## src/rtl/dmem_ctrl.sv

```systemverilog
// Data-memory stage controller: turns EX/MEM loads/stores into a req/ack memory
// transaction, stalls the pipeline while waiting, and loads the MEM/WB register.
module dmem_ctrl #(
  parameter int unsigned TIMEOUT = 16
) (
  input  logic        clk,
  input  logic        rst,
  input  logic [31:0] i_busC,
  input  logic [31:0] i_busB,
  input  logic [4:0]  i_rd,
  input  logic        i_GPRWR,
  input  logic        i_DMWR,
  input  logic        i_MTR,
  output logic        o_stall,
  output logic        mem_req,
  output logic        mem_we,
  output logic [29:0] mem_addr,
  output logic [31:0] mem_wdata,
  input  logic        mem_ack,
  input  logic [31:0] mem_rdata,
  output logic [31:0] o_busW,
  output logic [4:0]  o_rd,
  output logic        o_GPRWR,
  output logic        o_err
);

  typedef enum logic [0:0] {StIdle, StAccess} state_e;

  localparam logic [7:0] TmoLast = 8'(TIMEOUT - 1);

  state_e      state_q, state_d;
  logic [7:0]  tmo_cnt_q, tmo_cnt_d;
  logic        mem_we_q, mem_we_d;
  logic [29:0] mem_addr_q, mem_addr_d;
  logic [31:0] mem_wdata_q, mem_wdata_d;
  logic [31:0] busw_q, busw_d;
  logic [4:0]  rd_q, rd_d;
  logic        gprwr_q, gprwr_d;
  logic        err_q, err_d;

  logic memop, aligned, is_load, in_access;
  logic misaligned, tmo_hit, load_done, stall;

  assign memop      = i_DMWR | i_MTR;
  assign aligned    = (i_busC[1:0] == 2'b00);
  // Both controls set is treated as a store.
  assign is_load    = i_MTR & ~i_DMWR;
  assign in_access  = (state_q == StAccess);
  assign misaligned = ~in_access & memop & ~aligned;
  assign tmo_hit    = in_access & ~mem_ack & (tmo_cnt_q == TmoLast);
  assign load_done  = in_access & mem_ack & is_load;

  always_comb begin
    state_d     = state_q;
    tmo_cnt_d   = tmo_cnt_q;
    mem_we_d    = mem_we_q;
    mem_addr_d  = mem_addr_q;
    mem_wdata_d = mem_wdata_q;
    stall       = 1'b0;
    unique case (state_q)
      StIdle: begin
        if (memop && aligned) begin
          stall       = 1'b1;
          state_d     = StAccess;
          tmo_cnt_d   = 8'd0;
          mem_we_d    = i_DMWR;
          mem_addr_d  = i_busC[31:2];
          mem_wdata_d = i_busB;
        end
      end
      StAccess: begin
        if (mem_ack || tmo_hit) begin
          state_d = StIdle;
        end else begin
          stall     = 1'b1;
          tmo_cnt_d = tmo_cnt_q + 8'd1;
        end
      end
      default: state_d = StIdle;
    endcase
  end

  // MEM/WB register: advance when not stalled, otherwise insert a bubble.
  always_comb begin
    busw_d  = busw_q;
    rd_d    = rd_q;
    gprwr_d = 1'b0;
    err_d   = misaligned | tmo_hit;
    if (!stall) begin
      rd_d    = i_rd;
      busw_d  = load_done ? mem_rdata : i_busC;
      gprwr_d = i_GPRWR & ~misaligned & ~(tmo_hit & is_load);
    end
  end

  always_ff @(posedge clk or posedge rst) begin
    if (rst) begin
      state_q     <= StIdle;
      tmo_cnt_q   <= 8'd0;
      mem_we_q    <= 1'b0;
      mem_addr_q  <= 30'd0;
      mem_wdata_q <= 32'd0;
      busw_q      <= 32'd0;
      rd_q        <= 5'd0;
      gprwr_q     <= 1'b0;
      err_q       <= 1'b0;
    end else begin
      state_q     <= state_d;
      tmo_cnt_q   <= tmo_cnt_d;
      mem_we_q    <= mem_we_d;
      mem_addr_q  <= mem_addr_d;
      mem_wdata_q <= mem_wdata_d;
      busw_q      <= busw_d;
      rd_q        <= rd_d;
      gprwr_q     <= gprwr_d;
      err_q       <= err_d;
    end
  end

  assign o_stall   = stall;
  assign mem_req   = in_access;
  assign mem_we    = mem_we_q;
  assign mem_addr  = mem_addr_q;
  assign mem_wdata = mem_wdata_q;
  assign o_busW    = busw_q;
  assign o_rd      = rd_q;
  assign o_GPRWR   = gprwr_q;
  assign o_err     = err_q;

endmodule
```

## config.mk

```make
export PLATFORM = sky130hd
export DESIGN_NAME = dmem_ctrl
export DESIGN_NICKNAME = d
export VERILOG_FILES = /design/src/rtl/dmem_ctrl.sv
export SDC_FILE = /design/constraint.sdc
export NUM_CORES = 1
export LEC_CHECK = 0
export ABC_CLOCK_PERIOD_IN_PS = 4200
export CORE_MARGIN = 1.5
export CORE_UTILIZATION = 35
export DETAILED_ROUTE_END_ITERATION = 8
export MAX_ROUTING_LAYER = met4
export PLACE_DENSITY = 0.67
export SYNTH_ARGS = -nofsm -noshare
export SYNTH_HDL_FRONTEND = slang
export SYNTH_SLANG_ARGS = --single-unit
export TNS_END_PERCENT = 1
```

## constraint.sdc

```tcl
create_clock -name clk -period 4.2 [get_ports clk]
set_input_delay 0.84 -clock clk [delete_from_list [all_inputs] [get_ports clk]]
set_output_delay 0.84 -clock clk [all_outputs]
set_load 0.03 [all_outputs]
```

# Word-level counts from Yosys, hierarchy flattened
# Cells that the tools add are included.
# op_classes
add_sub_neg,1
multipliers,0
div_mod_pow,0
n_lt_le_gt_ge,0
eq_ne,3
shifts,0
n_mux,8
n_bitwise,18
n_reduce_logical,5
# ops
cell,count
32-bit two-way mux,1
8-bit two-way mux,2
8-bit case mux with 2 select lines,1
1-bit bitwise AND,10
"8-bit by 1-bit adder with 8-bit output, second input constant",1
"8-bit by 4-bit equality test with 1-bit output, second input constant",1
1-bit NOT,6
2-bit AND reduction,2
1-bit two-way mux,3
2-bit zero test,1
"2-bit by 1-bit != test with 1-bit output, second input constant",1
"2-bit != test, second input constant",1
1-bit OR,2
1-bit case mux with 2 select lines,1
1-bit logical AND,1
1-bit logical OR,1
# totals
regBits,111
latch_bits,0
ram_bits,0
romBits,0
in_bits,107
out_inout_bits,104
elab_cells,44
n_memories,0

# Depth between registers and ports, before layout
# Gate-level depths: netlist (run 1).
# logic_depth
depth_word,7
ltp_mapped,8
mapped_depth_nobuf,5

# Worst setup path before layout (run 1)
# No wires, ideal clock.
# synth_timing
kind,input -> output
startpoint,in i_DMWR
endpoint,out o_stall
arrival_ps,1827
slack_ps,1533
cell_stages,6
path_cell_list,o21bai_1 or3_1 clkbuf_1 nand2_1 buf_4 buf_4
# synth_via
elab_chain_len,4
# synth_lines
item,line,rtl
start: declaration,12,"input logic i_DMWR,"
1-bit OR,44,assign memop = i_DMWR | i_MTR;
1-bit logical AND,62,if (memop && aligned) begin
1-bit two-way mux,62,
1-bit case mux with 2 select lines,60,unique case (state_q)
end: declaration,14,"output logic o_stall,"
# Every way passes these cells.

# Worst setup path after layout (run 1)
# Ends and elaborated chain as after synthesis.

==> results of run 1 <==
## cell usage after synthesis (2+ instances only)
cell type and count:
buf_4 2, o311ai_0 2, inv_1 2, o21bai_1 2
mux2i_1 35, clkbuf_1 16, o21ai_1 8, mux2_2 2
nand2_1 199, o21ai_0 57, nand3_1 7, buf_2 8
clkbuf_2 2, nor2_1 2, mux2_1 3, dfrtp_1 111
## per-layer routing
metal / vias up / routed length [µm]
li1: 1946 / -
met1: 1935 / 5592
met2: 133 / 6568
met3: 18 / 862
met4: 0 / 302
met5: - / 0
## cells by family (layout without fill, tap and decap cells)
| logic type | count (synthesis) | count (layout) | share of synthesized area [%] |
|---|---|---|---|
| flip-flops | 111 | 111 | 60.10 |
| AND/OR/NAND/NOR | 217 | 217 | 18.92 |
| AO/OA/AOI/OAI | 73 | 73 | 8.609 |
| multiplexers | 40 | 40 | 8.798 |
| adder cells (fa/ha/maj) | 1 | 1 | 0.2707 |
| buffers and inverters | 31 | 234 | 3.113 |
| XOR/XNOR | 1 | 1 | 0.1895 |
## layout make-up
type	count	area share, %
flip-flops and latches	111	38.47
repair buffers	216	30.22
clock inverters	7	1.421
multi-input cells	332	23.65
well taps	172	2.980
clock buffers	9	3.119
inverters	2	0.1386
## per-stage QoR
stage	instance area [µm²]	hold slack, ns	total power [mW]	instances
final	7221	0.4720	3.430	849
after global routing	7221	0.4956	3.601	849
after CTS	7221	0.4796	3.481	849
after detailed placement	6893	0.4615	2.523	833
after global placement	6893	0.4579	2.501	833
after floorplan	4622	0.4601	1.957	474
## state kept, by name, summed over array words and instances (netlist names)
| signal | flops |
|---|---|
| tmo_cnt_q | 8 |
| o_busW | 32 |
| mem_wdata | 32 |
| mem_we | 1 |
| o_err | 1 |
| o_rd | 5 |
| mem_req | 1 |
| o_GPRWR | 1 |
| mem_addr | 30 |
## final timing paths
kind / slack, ns / cells past startpoint / endpoint
min in group asynchronous: 1.00 / 2 / mem_wdata[16]
min reg2reg: 0.47 / 2 / mem_addr[26]
max reg2reg: 1.99 / 5 / o_rd[4]
min: 0.47 / 2 / mem_addr[26]
max in group asynchronous: 2.46 / 3 / o_busW[14]
max: 1.06 / 5 / o_stall
## power groups by stage
stage	Clock, mW	Combinational (mW)	Sequential [mW]
floorplan	0	0.227	1.73
finish	0.937	1.13	1.36
detailed placement	0	1.14	1.38
global placement	0	1.13	1.37
global route	1.01	1.20	1.38
CTS	0.973	1.15	1.36
## worst max-delay path: stages
cell             delay [ns]
clkdlybuf4s50_1        0.53
o21bai_1               0.16
or3_2                  0.45
nand2_1                0.14
buf_4                  0.18
==> flow_metrics.py, run 1 <==
metrics = {
    "global_routing": {
        "grt_use_met2_pct": 32.57,
        "grt_antenna_before_repair": 0,
        "grt_pass1_wl_mm": 21.40,
        "grt_pass1_vias": 4125,
        "grt_overflow": 0,
        "gr-usage-met1_pct": 23.68,
        "grt_max_degree": 89,
        "track_usage_pct": 20.13,
        "use_met3_pct": 5.862,
        "busiest_layer": "met2",
    },
    "synthesis": {
        "syn_avg_cell_area_um2": 9.751,
        "synth_cell_type_count": 32,
        "synthesis.instances": 474,
        "yosysSeqAreaShare_pct": 60.10,
        "async_flop_share_pct": 100.0,
        "syn_nets": 582,
        "synth_area_leaders": "dfrtp_1, nand2_1, mux2i_1",
        "synth_area_um2": 4622,
        "ys_seq_elements": 111,
        "synth_ff_type": "dfrtp_1",
        "synth_top_area_share_pct": 60.10,
        "synth_edf_count": 0,
        "ys_warn_count": 0,
        "synth_top_cell_by_area": "dfrtp_1",
    },
    "hold_path": {
        "min_from": "mem_addr[26]",
        "min_path_type": "reg2reg",
    },
    "finish": {
        "mostFrequentLayoutCells": "clkdlybuf4s50_1, nand2_1, dfrtp_1",
        "regArea_um2": 2778,
        "areaGrowthSynthToFinish_pct": 56.23,
        "nNetsFinal": 780,
        "layout.cells.most_common": "clkdlybuf4s50_1",
        "multi_input_area_um2": 1708,
        "utilization_pct": 56.53,
        "diodes": 0,
        "fillers": 1114,
        "layout-drive-gt1-share_pct": 4.727,
    },
    "status": {
        "status": "finished clean",
    },
    "setup_path": {
        "worstSetupStartpoint": "i_DMWR",
        "crit_path_start_kind": "input pin",
        "worstPathRequired_ns": 3.36,
        "path_class": "in2out",
        "path_max_fanout": 4,
        "r2r-start": "mem_req",
        "crit_arrival_ns": 2.30,
        "endpoint_kind": "primary output",
    },
    "clock_tree": {
        "tritoncts": "done",
        "cts.clk_slew.worst_paths_ns": 0.07,
        "clockBufferDepth": 2,
        "cts_root_buffer": "clkbuf_16",
        "cts_max_level": 3,
        "clk_latency_ns": 0.36,
        "cts-buffers-inserted": 9,
        "post_cts_resized": 0,
        "hold_buffers": 0,
        "clock-sinks": 111,
        "postCtsSetupRepairBufs": 0,
    },
    "timing": {
        "skew_ns": 0.006988,
        "setup_violations": 0,
        "setup_slack_ns": 1.061,
        "relSlewSlack_pct": 38.30,
        "layout_worst_path_cycle_share_pct": 74.75,
        "rsz0062_at_grt": "false",
        "worst_slew_pin_slew_ns": 0.9206,
        "slew_violations": 0,
        "fmax_ghz": 0.3185,
        "finalSetupTns_ns": 0,
        "period_minus_slack_ns": 3.139,
        "hold_viol": 0,
    },
    "floorplanning": {
        "coreArea_um2": 12770,
        "ios": 211,
        "row_count": 41,
        "die_area_um2": 13900,
        "start_util_pct": 36.18,
        "fp.dieH_um": 117.9,
        "chipWidth_um": 117.9,
    },
    "pwr": {
        "pwr-share-comb_pct": 33.1,
        "intPower_mw": 2.268,
        "p_leak_nw": 3.464,
        "power.share.sequential_pct": 39.6,
        "p_clk_share_pct": 27.3,
        "powerDensity_nw_per_um2": 475.0,
        "vdd_drop_max_v": 0.0003370,
        "netSwitchingFraction_pct": 33.87,
        "p_sw_mw": 1.162,
    },
    "place": {
        "gp_congestion": 0.7792,
        "dp_hpwl_mm": 9.221,
        "pre_cts_slack_ns": 1.109,
        "port-buffer-count": 210,
    },
    "route": {
        "vias_per_cell": 4.749,
        "wl_per_cell_um": 15.69,
        "first_pass_iters": 4,
        "ant_nets": 0,
        "via_count": 4032,
        "drt_iter0_markers": 217,
        "wirelength_mm": 13.33,
        "drc_errors": 0,
    },
    "flow_run": {
        "drv_cap": 0,
    },
}
No activity file was read; power rests on OpenSTA's default activity.
==> run 2, diff against run 1 <==
ABC_CLOCK_PERIOD_IN_PS = 2850   (was 4200)
PLACE_DENSITY = 0.7   (was 0.67)
clock period = 2.85 ns   (was 4.2 ns; I/O delays follow)
==> run 2 against run 1 <==
Global-route usage fell by 0.87 points. Sequential share of layout area fell by 0.15 points. Critical path depth did not move. Sequential power rose by 48%. Cell count rose by 0.71%. Combinational power rose by 48%. Non-clock buffer count rose by 6. Hold slack improved by 0.0025 ns. Largest cell class unchanged. Clock skew barely moved. Design area rose by 0.40%. Die area did not move. Routed wire length fell by 5.0%.
==> flow_metrics.py, run 2 (synthesis gave the netlist of run 1 again) <==
metrics = {
    "route": {
        "via_count": 4047,
        "drc_errors": 0,
        "first_pass_iters": 4,
        "drt_iter0_markers": 193,
        "wl_per_cell_um": 14.80,
        "wirelength_mm": 12.66,
        "ant_nets": 0,
        "vias_per_cell": 4.733,
    },
    "setup_path": {
        "worstPathRequired_ns": 2.28,
        "cp_num_buf_inv": 2,
        "path_max_fanout": 4,
        "endpoint_kind": "primary output",
        "crit_slowest_cell": "clkdlybuf4s50_1",
        "slowest_delay_ns": 0.51,
        "path_delay_family": "buffers and inverters",
        "crit_arrival_ns": 1.96,
        "path_class": "in2out",
        "crit_path_start_kind": "input pin",
        "path_cells": "clkdlybuf4s50_1, o21bai_1, or3_2, nand2_1, buf_4",
    },
    "floorplanning": {
        "chipWidth_um": 117.9,
        "ios": 211,
        "start_util_pct": 36.18,
        "row_count": 41,
        "coreArea_um2": 12770,
        "die_area_um2": 13900,
        "fp.dieH_um": 117.9,
    },
    "place": {
        "dp_cells": 839,
        "port-buffer-count": 210,
        "gp_congestion": 0.7960,
        "postPlaceCellArea_um2": 6952,
        "dp_hpwl_mm": 9.105,
    },
    "global_routing": {
        "track_usage_pct": 19.26,
        "grt_max_degree": 70,
        "grt_overflow": 0,
        "grt_pass1_wl_mm": 20.89,
        "grt_pass1_vias": 4143,
        "grt_antenna_before_repair": 0,
    },
    "timing": {
        "slew_violations": 0,
        "setup_violations": 0,
        "fmax_ghz": 0.3952,
        "hold_viol": 0,
        "skew_ns": 0.006664,
        "rsz0062_at_grt": "false",
        "period_minus_slack_ns": 2.530,
        "worst_slew_pin_slew_ns": 0.7480,
        "relSlewSlack_pct": 50.13,
        "layout_worst_path_cycle_share_pct": 88.79,
        "finalSetupTns_ns": 0,
    },
    "status": {
        "status": "finished clean",
    },
    "finish": {
        "final_cell_count_no_fill": 855,
        "nNetsFinal": 786,
        "fin_area_um2": 7249,
        "layout-drive-gt1-share_pct": 5.564,
        "diodes": 0,
        "layout.cells.most_common": "clkdlybuf4s50_1",
        "mostFrequentLayoutCells": "clkdlybuf4s50_1, nand2_1, dfrtp_1",
        "areaGrowthSynthToFinish_pct": 56.85,
    },
    "flow_run": {
        "drv_cap": 0,
    },
    "clock_tree": {
        "cts_max_level": 3,
        "hold_buffers": 0,
        "clk_latency_ns": 0.35,
        "clockBufferDepth": 2,
        "cts.clk_slew.worst_paths_ns": 0.07,
        "postCtsSetupRepairBufs": 0,
        "clock-sinks": 111,
        "post_cts_resized": 0,
        "tritoncts": "done",
        "cts-buffers-inserted": 9,
        "cts_root_buffer": "clkbuf_16",
    },
    "pwr": {
        "p_leak_nw": 3.474,
        "vdd_drop_max_v": 0.0003220,
        "powerDensity_nw_per_um2": 682.0,
    },
    "hold_path": {
        "min_path_type": "reg2reg",
    },
}
run 2: cell types whose count changed in the layout (fill, tap and decap cells not counted):
| cell | before | now |
|---|---|---|
| clkinvlp_4 | 0 | 3 |
| bufinv_16 | 2 | 1 |
| inv_4 | 1 | 0 |
| inv_6 | 2 | 1 |
| buf_4 | 4 | 9 |
| clkinv_2 | 1 | 2 |
| inv_8 | 1 | 0 |
| buf_12 | 3 | 4 |
run 2: metal layers:
layer / routed length [µm] / vias up / global-route usage [%]
li1: - / 1954 / -
met3: 808 / 20 / 4.700
met5: 0 / - / -
met4: 265 / 0 / 7.698
met2: 5994 / 148 / 29.93
met1: 5588 / 1925 / 24.26
run 2: metrics by stage:
step	power, mW	hold slack (ns)	setup slack, ns	util [%]
6_report	4.944	0.4745	0.3195	56.75
2_1_floorplan	2.884	0.4601	0.6383	-
5_1_grt	5.201	0.5029	0.2264	56.75
3_3_place_gp	3.686	0.4601	0.3383	54.42
4_1_cts	5.012	0.4813	0.3234	56.75
3_5_place_dp	3.723	0.4622	0.3331	54.42
run 2: where the power goes:
group | switching [mW] | internal (mW) | total [mW]
logic | 0.949 | 0.723 | 1.67
clock network | 0.582 | 0.684 | 1.27
registers | 0.160 | 1.85 | 2.01
total | 1.69 | 3.25 | 4.94
run 2: cell type report:
class                      count  area (µm²)
tap                          172       215.2
clock inverter                 7       72.57
sequential                   111        2778
inverter                       2       11.26
fill                        1097        5524
timing repair buffer         222        2240
clock buffer                   9       225.2
multi-input combinational    332        1708
run 2: tightest hold or removal path, stage by stage (launching register included):
cell     delay [ns]
dfrtp_1        0.34
nand2_1        0.05
nand2_1        0.05
run 2: path summary, 6_finish.rpt:
check	start	to	slack [ns]	cells after the start
setup / recovery	i_DMWR	o_stall	0.32	5
setup reg to reg	mem_req	o_rd[2]	0.87	5
hold reg to reg	mem_wdata[9]	mem_wdata[9]	0.47	2
hold / removal	mem_wdata[9]	mem_wdata[9]	0.47	2
max in group asynchronous	rst	mem_wdata[18]	1.56	3
min in group asynchronous	rst	mem_addr[19]	0.67	2
